## config.mk

```make
export PLATFORM = sky130hd
export DESIGN_NAME = btn_key_sched
export DESIGN_NICKNAME = d
export VERILOG_FILES = /design/src/rtl/btn_key_sched.sv
export SDC_FILE = /design/constraint.sdc
export NUM_CORES = 1
export LEC_CHECK = 0
export CORE_MARGIN = 1
export CORE_UTILIZATION = 60
export DETAILED_ROUTE_END_ITERATION = 12
export GPL_ROUTABILITY_DRIVEN = 0
export HOLD_SLACK_MARGIN = 0.06
export PLACE_DENSITY = 0.79
export SYNTH_ARGS = -nofsm -noshare
export SYNTH_HDL_FRONTEND = slang
export SYNTH_SLANG_ARGS = --single-unit
```

## constraint.sdc

```tcl
create_clock -name clk -period 9.2 [get_ports clk]
set_input_delay 2.3 -clock clk [delete_from_list [all_inputs] [get_ports clk]]
set_output_delay 2.3 -clock clk [all_outputs]
set_load 0.005 [all_outputs]
```

## src/rtl/btn_key_sched.sv

```systemverilog
// Push-button front end: 1 ms sample tick, per-button debounce and
// press/hold/auto-repeat FSMs, and a lowest-index-first key event arbiter.
module btn_key_sched #(
  parameter int N_BTN      = 4,
  parameter int TICK_DIV   = 50000,
  parameter int DB_LEN     = 8,
  parameter int HOLD_TICKS = 500,
  parameter int RPT_TICKS  = 100
) (
  input  logic             clk,
  input  logic             rst_n,
  input  logic [N_BTN-1:0] btn_in,
  output logic             tick_1ms,
  output logic [N_BTN-1:0] btn_level,
  output logic [N_BTN-1:0] btn_press,
  output logic [N_BTN-1:0] btn_release,
  output logic             key_valid,
  output logic [2:0]       key_code
);

  localparam int TW      = $clog2(TICK_DIV);
  localparam int HOLD_MX = (HOLD_TICKS > RPT_TICKS) ? HOLD_TICKS : RPT_TICKS;
  localparam int CW      = $clog2(HOLD_MX + 1);

  localparam logic [TW-1:0] TICK_LAST = TW'(TICK_DIV - 1);
  localparam logic [CW-1:0] HOLD_LAST = CW'(HOLD_TICKS - 1);
  localparam logic [CW-1:0] RPT_LAST  = CW'(RPT_TICKS - 1);

  typedef enum logic [1:0] {
    IDLE = 2'd0,
    HOLD = 2'd1,
    RPT  = 2'd2
  } state_t;

  // Shared sample tick
  logic [TW-1:0] tcnt_q, tcnt_d;

  always_comb begin
    tcnt_d = (tcnt_q == TICK_LAST) ? '0 : tcnt_q + TW'(1);
  end

  always_ff @(posedge clk or negedge rst_n) begin
    if (!rst_n) tcnt_q <= '0;
    else        tcnt_q <= tcnt_d;
  end

  assign tick_1ms = (tcnt_q == TICK_LAST);

  // Two-flop synchroniser for the raw inputs
  logic [N_BTN-1:0] sync1_q, sync2_q;

  always_ff @(posedge clk or negedge rst_n) begin
    if (!rst_n) begin
      sync1_q <= '0;
      sync2_q <= '0;
    end else begin
      sync1_q <= btn_in;
      sync2_q <= sync1_q;
    end
  end

  genvar gi;
  generate
    for (gi = 0; gi < N_BTN; gi++) begin : g_btn
      logic [DB_LEN-1:0] sh_q, sh_d;
      logic              lvl_q, lvl_d;
      state_t            st_q, st_d;
      logic [CW-1:0]     cnt_q, cnt_d;
      logic              prs_q, prs_d;
      logic              rel_q, rel_d;

      // Edge decisions use lvl_d so press/release pulse with the level change.
      always_comb begin
        sh_d  = sh_q;
        lvl_d = lvl_q;
        if (tick_1ms) begin
          sh_d = {sh_q[DB_LEN-2:0], sync2_q[gi]};
          if (&sh_d)       lvl_d = 1'b1;
          else if (~|sh_d) lvl_d = 1'b0;
        end

        st_d  = st_q;
        cnt_d = cnt_q;
        prs_d = 1'b0;
        rel_d = 1'b0;
        case (st_q)
          IDLE: begin
            if (lvl_d && !lvl_q) begin
              prs_d = 1'b1;
              cnt_d = '0;
              st_d  = HOLD;
            end
          end
          HOLD: begin
            if (!lvl_d) begin
              rel_d = 1'b1;
              cnt_d = '0;
              st_d  = IDLE;
            end else if (tick_1ms) begin
              if (cnt_q == HOLD_LAST) begin
                prs_d = 1'b1;
                cnt_d = '0;
                st_d  = RPT;
              end else begin
                cnt_d = cnt_q + CW'(1);
              end
            end
          end
          RPT: begin
            if (!lvl_d) begin
              rel_d = 1'b1;
              cnt_d = '0;
              st_d  = IDLE;
            end else if (tick_1ms) begin
              if (cnt_q == RPT_LAST) begin
                prs_d = 1'b1;
                cnt_d = '0;
              end else begin
                cnt_d = cnt_q + CW'(1);
              end
            end
          end
          default: begin
            st_d  = IDLE;
            cnt_d = '0;
          end
        endcase
      end

      always_ff @(posedge clk or negedge rst_n) begin
        if (!rst_n) begin
          sh_q  <= '0;
          lvl_q <= 1'b0;
          st_q  <= IDLE;
          cnt_q <= '0;
          prs_q <= 1'b0;
          rel_q <= 1'b0;
        end else begin
          sh_q  <= sh_d;
          lvl_q <= lvl_d;
          st_q  <= st_d;
          cnt_q <= cnt_d;
          prs_q <= prs_d;
          rel_q <= rel_d;
        end
      end

      assign btn_level[gi]   = lvl_q;
      assign btn_press[gi]   = prs_q;
      assign btn_release[gi] = rel_q;
    end
  endgenerate

  // Arbiter: a press landing on the bit being served re-arms it.
  logic [N_BTN-1:0] pend_q, pend_d, grant;
  logic             kv_q, kv_d;
  logic [2:0]       kc_q, kc_d;

  always_comb begin
    grant = '0;
    kc_d  = kc_q;
    for (int i = N_BTN - 1; i >= 0; i--) begin
      if (pend_q[i]) begin
        grant    = '0;
        grant[i] = 1'b1;
        kc_d     = 3'(i);
      end
    end
    kv_d   = |pend_q;
    pend_d = (pend_q & ~grant) | btn_press;
  end

  always_ff @(posedge clk or negedge rst_n) begin
    if (!rst_n) begin
      pend_q <= '0;
      kv_q   <= 1'b0;
      kc_q   <= '0;
    end else begin
      pend_q <= pend_d;
      kv_q   <= kv_d;
      kc_q   <= kc_d;
    end
  end

  assign key_valid = kv_q;
  assign key_code  = kc_q;

endmodule

```

Word-level counts from Yosys, hierarchy flattened
Cells that the tools add are included.

Register bits after elaboration: 116. Word-level logic and storage cells: 226. Output and inout port bits: 17. Bits in writable memories: 0. Memory bits (read-only): 0. Memories: 0. Latch bits: 0.

Equality and inequality tests: 37. Add/sub/neg operators: 5. Multipliers: 0. Magnitude comparators: 0. Divide/modulo/power cells: 0. Shift-type cells: 0. Reductions and logical operators: 34. Bitwise logic cells: 3. Mux-type cells: 117.

Operators with widths (number): $mux W9 (28); $pmux W9 S3 (4); $mux W1 (48); $mux W2 (20); $add A9 B1 Y9 const B (4); $eq A9 B7 Y1 const B (4); $eq A9 B9 Y1 const B (4); $ne A3 B3 Y1 const B (12); $reduce_and A8 Y1 (4); $reduce_or A8 Y1 (4); $pmux W2 S3 (4); $add A16 B1 Y16 const B (1); $eq A16 B16 Y1 const B (1); $mux W16 (1); $mux W4 (4); $ne A2 B2 Y1 const B (8); $reduce_and A4 Y1 (4); $mux W3 (4); $pmux W1 S3 (4); $reduce_and A3 Y1 (4); $eq A2 B1 Y1 const B (4); $eq A2 B2 Y1 const B (4); $logic_not A2 Y1 (4); $reduce_or A2 Y1 (4); other kinds (7) (13).

Logic depth before layout (Yosys ltp)
Gate-level depths: netlist (run 1).

Word-level depth: 7. Gate-level depth with buffers: 11.

Least setup slack after synthesis (run 1)
OpenSTA, ideal clock, no wires.

Path kind: register -> output. Start: register tcnt_q[7]. End: output port tick_1ms. Cell stages (with the launch flop): 8. Arrival time: 2319 ps. Required time: 6900 ps. Path slack: 4581 ps. Path buffers: 4. Path through: dfrtp_1 -> or4b_1 -> or4_1 -> buf_2 -> inv_1 -> buf_2 -> clkbuf_1 -> clkbuf_1.

Longest elaborated chain between the ends: 1.

Ends and longest elaborated chain: from (decl) (line 36) `logic [TW-1:0] tcnt_q, tcnt_d;`; from (signal assigned) (line 44) `else tcnt_q <= tcnt_d;`; $eq A16 B16 Y1 (line 47) `assign tick_1ms = (tcnt_q == TICK_LAST);`; to (decl) (line 13) `output logic tick_1ms,`.

Every way passes these cells.

Worst setup path after layout (run 1)
Same ends and word-level chain as after synthesis.

==> qor.txt, run 1 <==
chip width - 100 um
antenna violations before repair - 0
# nets final - 669
final setup vio count - 0
Post-synth EDFFs - 0
CP Launch Type - register
Hold Crit Class - register to register
vias in the first global route - 4,458
f_max - 0.194 GHz
final worst path period need - 5.14 ns
Clock power frac - 0.570
ANT nets after route - 0
Yosys top cell area share - 0.495
combinational power share - 0.011
CP max FO - 43
DIE AREA - 10,100 um2
Main synth FF type - dfrtp_1
Slew Limit Fails - 0
switching share of total power - 0.189
status - complete, no violations
CP Class - register to primary output
synth unique cells - 55
H-tree levels - 4
Cell Pwr Density - 182 nW/um2
hold path cells - 0
Power Total - 0.00121 W
DR vias/cell - 5.75
hold buffer count at cts - 0
depth of the worst register-to-register path - 9
post-cts gate resize count - 0
unrepaired setup endpoints after global routing - false
Switch Pwr - 0.000230 W
Clock Skew - 0.00982 ns
required time of the critical path - 6.90 ns
Final Worst Setup Slack - 4.06 ns
Max rail drop VDD - 0.149 mV
CTS Buf Count - 17
Syn Inst Count - 628
count of state elements after synthesis - 115
Clock Sinks - 115
routed vias - 4,506
Die Y - 100 um
Tightest Pin Transition - 1.02 ns
asr flop ratio synth - 1.00
wire per inst - 14.8 um
share of cells above drive strength 1 - 0.0672
DRC viols - 0
row count - 35
root buf cell - clkbuf_8
Area Growth Syn to Fin - 14.7%
Final Hold Fails - 0
First DRT Iteration DRCs - 188
fin crit share - 0.559
Reg2Reg Setup Slack - 5.54 ns
Ports - 23
Syn Std Cell Area - 5820 um2
worst skew pair latency - 0.51 ns
gr usage total - 0.258
max_slew headroom - 0.322
worst-case clock buffer depth - 2
Int Power - 0.000983 W
syn_area_per_cell - 9.26 um2
Yosys warning total - 0
Max-Cap Viols - 0
grt ovf - 0
Pleak - 3.18 nW
n_diodes - 0
Critical Path AT - 2.84 ns
top cells by area, synth - dfrtp_1 (49%), nand2_1 (8.1%), ha_1 (4.5%)
CORE AREA - 9330 um2
syn nets - 655
Sequential Power Share - 0.420
Initial Util - 0.623
first-pass GRT wire length - 20.3 mm
drt pass-1 iters - 5
largest net degree at the start of global routing - 85
part of the Yosys area used for sequential elements - 0.495
setup bufs post-CTS - 0
total routed wirelength - 11.6 mm
post-layout instance area - 6670 um2
PortBufs - 21
dpl ws - 4.56 ns
TritonCTS clock tree - yes
Clock Pin Slew Worst Setup and Hold Paths - 0.05 ns
TNS Setup - 0 ns
crit end category - primary output
Placed Area - 6040 um2
biggest area consumer among synthesized cells - dfrtp_1
hpwl dp - 7.67 mm
[metal layers]
metal	routed length [um]	global-route usage
met1	5300	0.320
met2	5850	0.436
met3	273	0.0589
met4	148	0.109
met5	0	0
[power groups by stage]
| stage | clock (W) | combinational, W | sequential [W] |
|---|---|---|---|
| 2_1_floorplan | 0 | 0.00000132 | 0.000518 |
| 3_3_place_gp | 0 | 0.0000134 | 0.000518 |
| 3_5_place_dp | 0 | 0.0000135 | 0.000518 |
| 4_1_cts | 0.000702 | 0.0000136 | 0.000509 |
| 5_1_grt | 0.000724 | 0.0000155 | 0.000509 |
| 6_report | 0.000691 | 0.0000127 | 0.000509 |
[Yosys cell counts, drive strengths merged, types with 7 or more instances]
master,n
a2bb2oi,7
and3,15
buf,17
o21ai,39
dfrtp,115
or2,7
a21o,7
o2bb2ai,8
nor2b,8
clkbuf,12
nand2,125
a22o,12
inv,28
ha,21
nand4,10
nor4,12
nand3,26
nor3,19
nor2,40
xor2,10
nand2b,9
o31ai,13
a21oi,13
[stage by stage]
step	std cells	hold slack (ns)	util
after floorplan	628	0.331	-
after global placement	752	0.333	0.648
after detailed placement	752	0.337	0.648
after CTS	784	0.350	0.715
after global routing	784	0.369	0.715
final	784	0.348	0.715
[final timing paths]
path / from / endpoint
max: tcnt_q[7] / tick_1ms
min: sync1_q[3] / sync2_q[3]
max reg2reg: tcnt_q[7] / g_btn[2].cnt_q[0]
min reg2reg: sync1_q[3] / sync2_q[3]
max in group asynchronous: rst_n / g_btn[3].sh_q[0]
min in group asynchronous: rst_n / g_btn[3].cnt_q[3]
[cells by family (layout without fill, tap and decap cells)]
kind of cell             count (synthesis)  count (layout)  synth area share
multiplexers                             4               4           0.00753
adder cells (fa/ha/maj)                 21              21            0.0452
XOR/XNOR                                14              14            0.0211
AND/OR/NAND/NOR                        290             290             0.236
AO/OA/AOI/OAI                          126             126             0.149
buffers and inverters                   57              84            0.0460
other                                    1               1          0.000645
flip-flops                             115             115             0.495
[worst max-delay path, stage by stage, from the launching register on]
cell	delay (ns)
dfrtp_1	0.41
or4b_1	0.52
or4_1	0.51
buf_4	0.27
inv_1	0.12
clkdlybuf4s50_1	0.50
[cell type report]
cell class	count	area (um2)
Sequential cell	115	2880
Multi-Input combinational cell	456	2670
Fill cell	687	2660
Clock buffer	22	443
Timing Repair Buffer	24	230
Clock inverter	10	180
Tap cell	129	161
Inverter	28	105
[sequential cells by signal, summed over array words and instances (netlist names)]
register     count
sync1_q          4
tcnt_q          16
g_btn.st_q       8
sync2_q          4
key_code         2
g_btn.cnt_q     36
g_btn.prs_q      4
g_btn.lvl_q      4
g_btn.sh_q      28
pend_q           4
key_valid        1
g_btn.rel_q      4
[cells in the final DEF (no fill, tap or decap), types with 9 or more instances in the layout]
master,instances
a21oi_1,13
a22o_1,12
and3_1,15
clkbuf_16,16
clkdlybuf4s50_1,20
dfrtp_1,115
ha_1,21
inv_1,28
nand2_1,125
nand2b_1,9
nand3_1,26
nand4_1,10
nor2_1,40
nor3_1,19
nor4_1,12
o21ai_0,35
o31ai_1,13
xor2_1,10
Power figures use the tool's default switching activity.
==> run 2: changes to the inputs <==
==> constraint.sdc (replaced) <==
create_clock -name clk -period 4.82 [get_ports clk]
set_input_delay 1.205 -clock clk [delete_from_list [all_inputs] [get_ports clk]]
set_output_delay 1.205 -clock clk [all_outputs]
set_load 0.005 [all_outputs]
==> qor.txt, run 2 (same netlist as run 1, synthesis figures left out) <==
status - complete, no violations
fin crit share - 0.800
Pleak - 3.18 nW (+0.11%)
chip width - 100 um (unchanged)
# nets final - 670 (+0.15%)
Clock Skew - 0.00853 ns (-0.00128 ns)
grt ovf - 0 (unchanged)
DR vias/cell - 5.79 (+0.69%)
CP max FO - 4 (-91%)
Final Hold Fails - 0 (unchanged)
Cell Pwr Density - 340 nW/um2 (+87%)
wire per inst - 14.3 um (-3.0%)
most frequent cells in the layout - nand2_1 (125), dfrtp_1 (115), nor2_1 (40), o21ai_0 (35), inv_1 (28)
fin cells - 785 (+0.13%)
crit end category - primary output
CP Class - register to primary output
largest net degree at the start of global routing - 47 (-45%)
ANT nets after route - 0 (unchanged)
Placed Area - 6050 um2 (+0.12%)
post-layout instance area - 6660 um2 (-0.19%)
share of cells above drive strength 1 - 0.0716 (+0.00447)
worst-case clock buffer depth - 2 (unchanged)
f_max - 0.259 GHz
Max rail drop VDD - 0.282 mV (+89%)
H-tree levels - 4 (unchanged)
max reg flops - 36 (unchanged)
Initial Util - 0.623 (unchanged)
n_diodes - 0 (unchanged)
gr usage total - 0.252 (-0.00649)
Die Y - 100 um (unchanged)
antenna violations before repair - 0 (unchanged)
unrepaired setup endpoints after global routing - false
hpwl dp - 7.38 mm (-3.8%)
row count - 35 (unchanged)
total routed wirelength - 11.2 mm (-2.8%)
TNS Setup - 0 ns (unchanged)
final worst path period need - 3.86 ns
required time of the critical path - 3.62 ns (-3.28 ns)
worst skew pair latency - 0.52 ns (about the same)
hold buffer count at cts - 0 (unchanged)
TritonCTS clock tree - yes
Area Growth Syn to Fin - 14.4%
Critical Path AT - 2.65 ns (-0.19 ns)
final setup vio count - 0 (unchanged)
Largest Register - g_btn.cnt_q
dpl cells - 753 (+0.13%)
first-pass GRT wire length - 19.8 mm (-2.2%)
fillers - 693 (+0.87%)
root buf cell - clkbuf_8
max_slew headroom - 0.546 (+0.224)
Slew Limit Fails - 0 (unchanged)
Slowest-stage cell, CP - or4_1
vias in the first global route - 4,541 (+1.9%)
post-cts gate resize count - 0 (unchanged)
most common cell after layout, fill and taps aside - nand2_1
routed vias - 4,543 (+0.82%)
largest registers - g_btn.cnt_q (36), g_btn.sh_q (28), tcnt_q (16)
Hold Crit Class - register to register
drt pass-1 iters - 7 (+2)
Ports - 23 (unchanged)
Clock Pin Slew Worst Setup and Hold Paths - 0.06 ns (about the same)
Tightest Pin Transition - 0.676 ns (-0.341 ns)
CP Launch Type - register
DIE AREA - 10,100 um2 (unchanged)
First DRT Iteration DRCs - 223 (+19%)
critical path cell sequence - or4b_1 -> or4_1 -> inv_1 -> clkdlybuf4s50_1
DRC viols - 0 (unchanged)
CTS Buf Count - 17 (unchanged)
Max-Cap Viols - 0 (unchanged)
Clock Sinks - 115 (unchanged)
CORE AREA - 9330 um2 (unchanged)
setup bufs post-CTS - 0 (unchanged)
PortBufs - 21 (unchanged)
crit-path max cell delay - 0.56 ns (+0.04 ns)
-- run 2: cell types whose count changed in the layout (fill, tap and decap cells not counted), sizes merged --
cell | previous run | this run
buf | 4 | 5
bufinv | 5 | 3
clkbuf | 22 | 23
clkinv | 3 | 5
clkinvlp | 2 | 1
-- run 2: area by class of cell --
cell class / instances / area, um2 / area share
clock buffers: 23 / 477 / 0.0716
clock inverters: 9 / 126 / 0.0190
inverters: 28 / 105 / 0.0158
multi-input cells: 456 / 2670 / 0.401
flip-flops and latches: 115 / 2880 / 0.432
well taps: 129 / 161 / 0.0243
repair buffers: 25 / 238 / 0.0357
-- run 2: final timing paths --
check,from,end,slack [ns],cells after the start
setup / recovery,tcnt_q[7],tick_1ms,0.96,4
hold / removal,sync1_q[3],sync2_q[3],0.35,0
setup reg to reg,tcnt_q[7],g_btn[3].cnt_q[4],1.37,8
hold reg to reg,sync1_q[3],sync2_q[3],0.35,0
max in group asynchronous,rst_n,g_btn[0].rel_q,3.21,2
min in group asynchronous,rst_n,g_btn[3].cnt_q[0],0.69,1
-- run 2: worst max-delay path: cells and delay by family, from the launching register on --
kind                   cells  cell delay [ns]
buffers and inverters      2             0.62
DFF                        1             0.41
and+or+nand+nor            2             1.10
-- run 2: where the power goes --
part | total (W) | internal (W) | switching (W)
combinational | 0.0000249 | 0.00000549 | 0.0000194
clock | 0.00126 | 0.000839 | 0.000425
sequential | 0.000972 | 0.000970 | 0.00000200
-- run 2: routing by layer --
metal	vias up	global-route usage	routed length [um]
met5	-	0	0
met4	0	0.107	164
met3	16	0.0763	440
met2	98	0.424	5630
met1	2204	0.301	5010
li1	2225	-	-
-- run 2: stage by stage --
step / setup slack [ns] / hold WS [ns] / util / power, W
CTS: 0.938 / 0.352 / 0.713 / 0.00228
global route: 0.868 / 0.360 / 0.713 / 0.00233
floorplan: 1.30 / 0.331 / - / 0.000991
detailed placement: 1.46 / 0.339 / 0.649 / 0.00101
global placement: 1.56 / 0.335 / 0.649 / 0.00101
finish: 0.964 / 0.353 / 0.713 / 0.00226
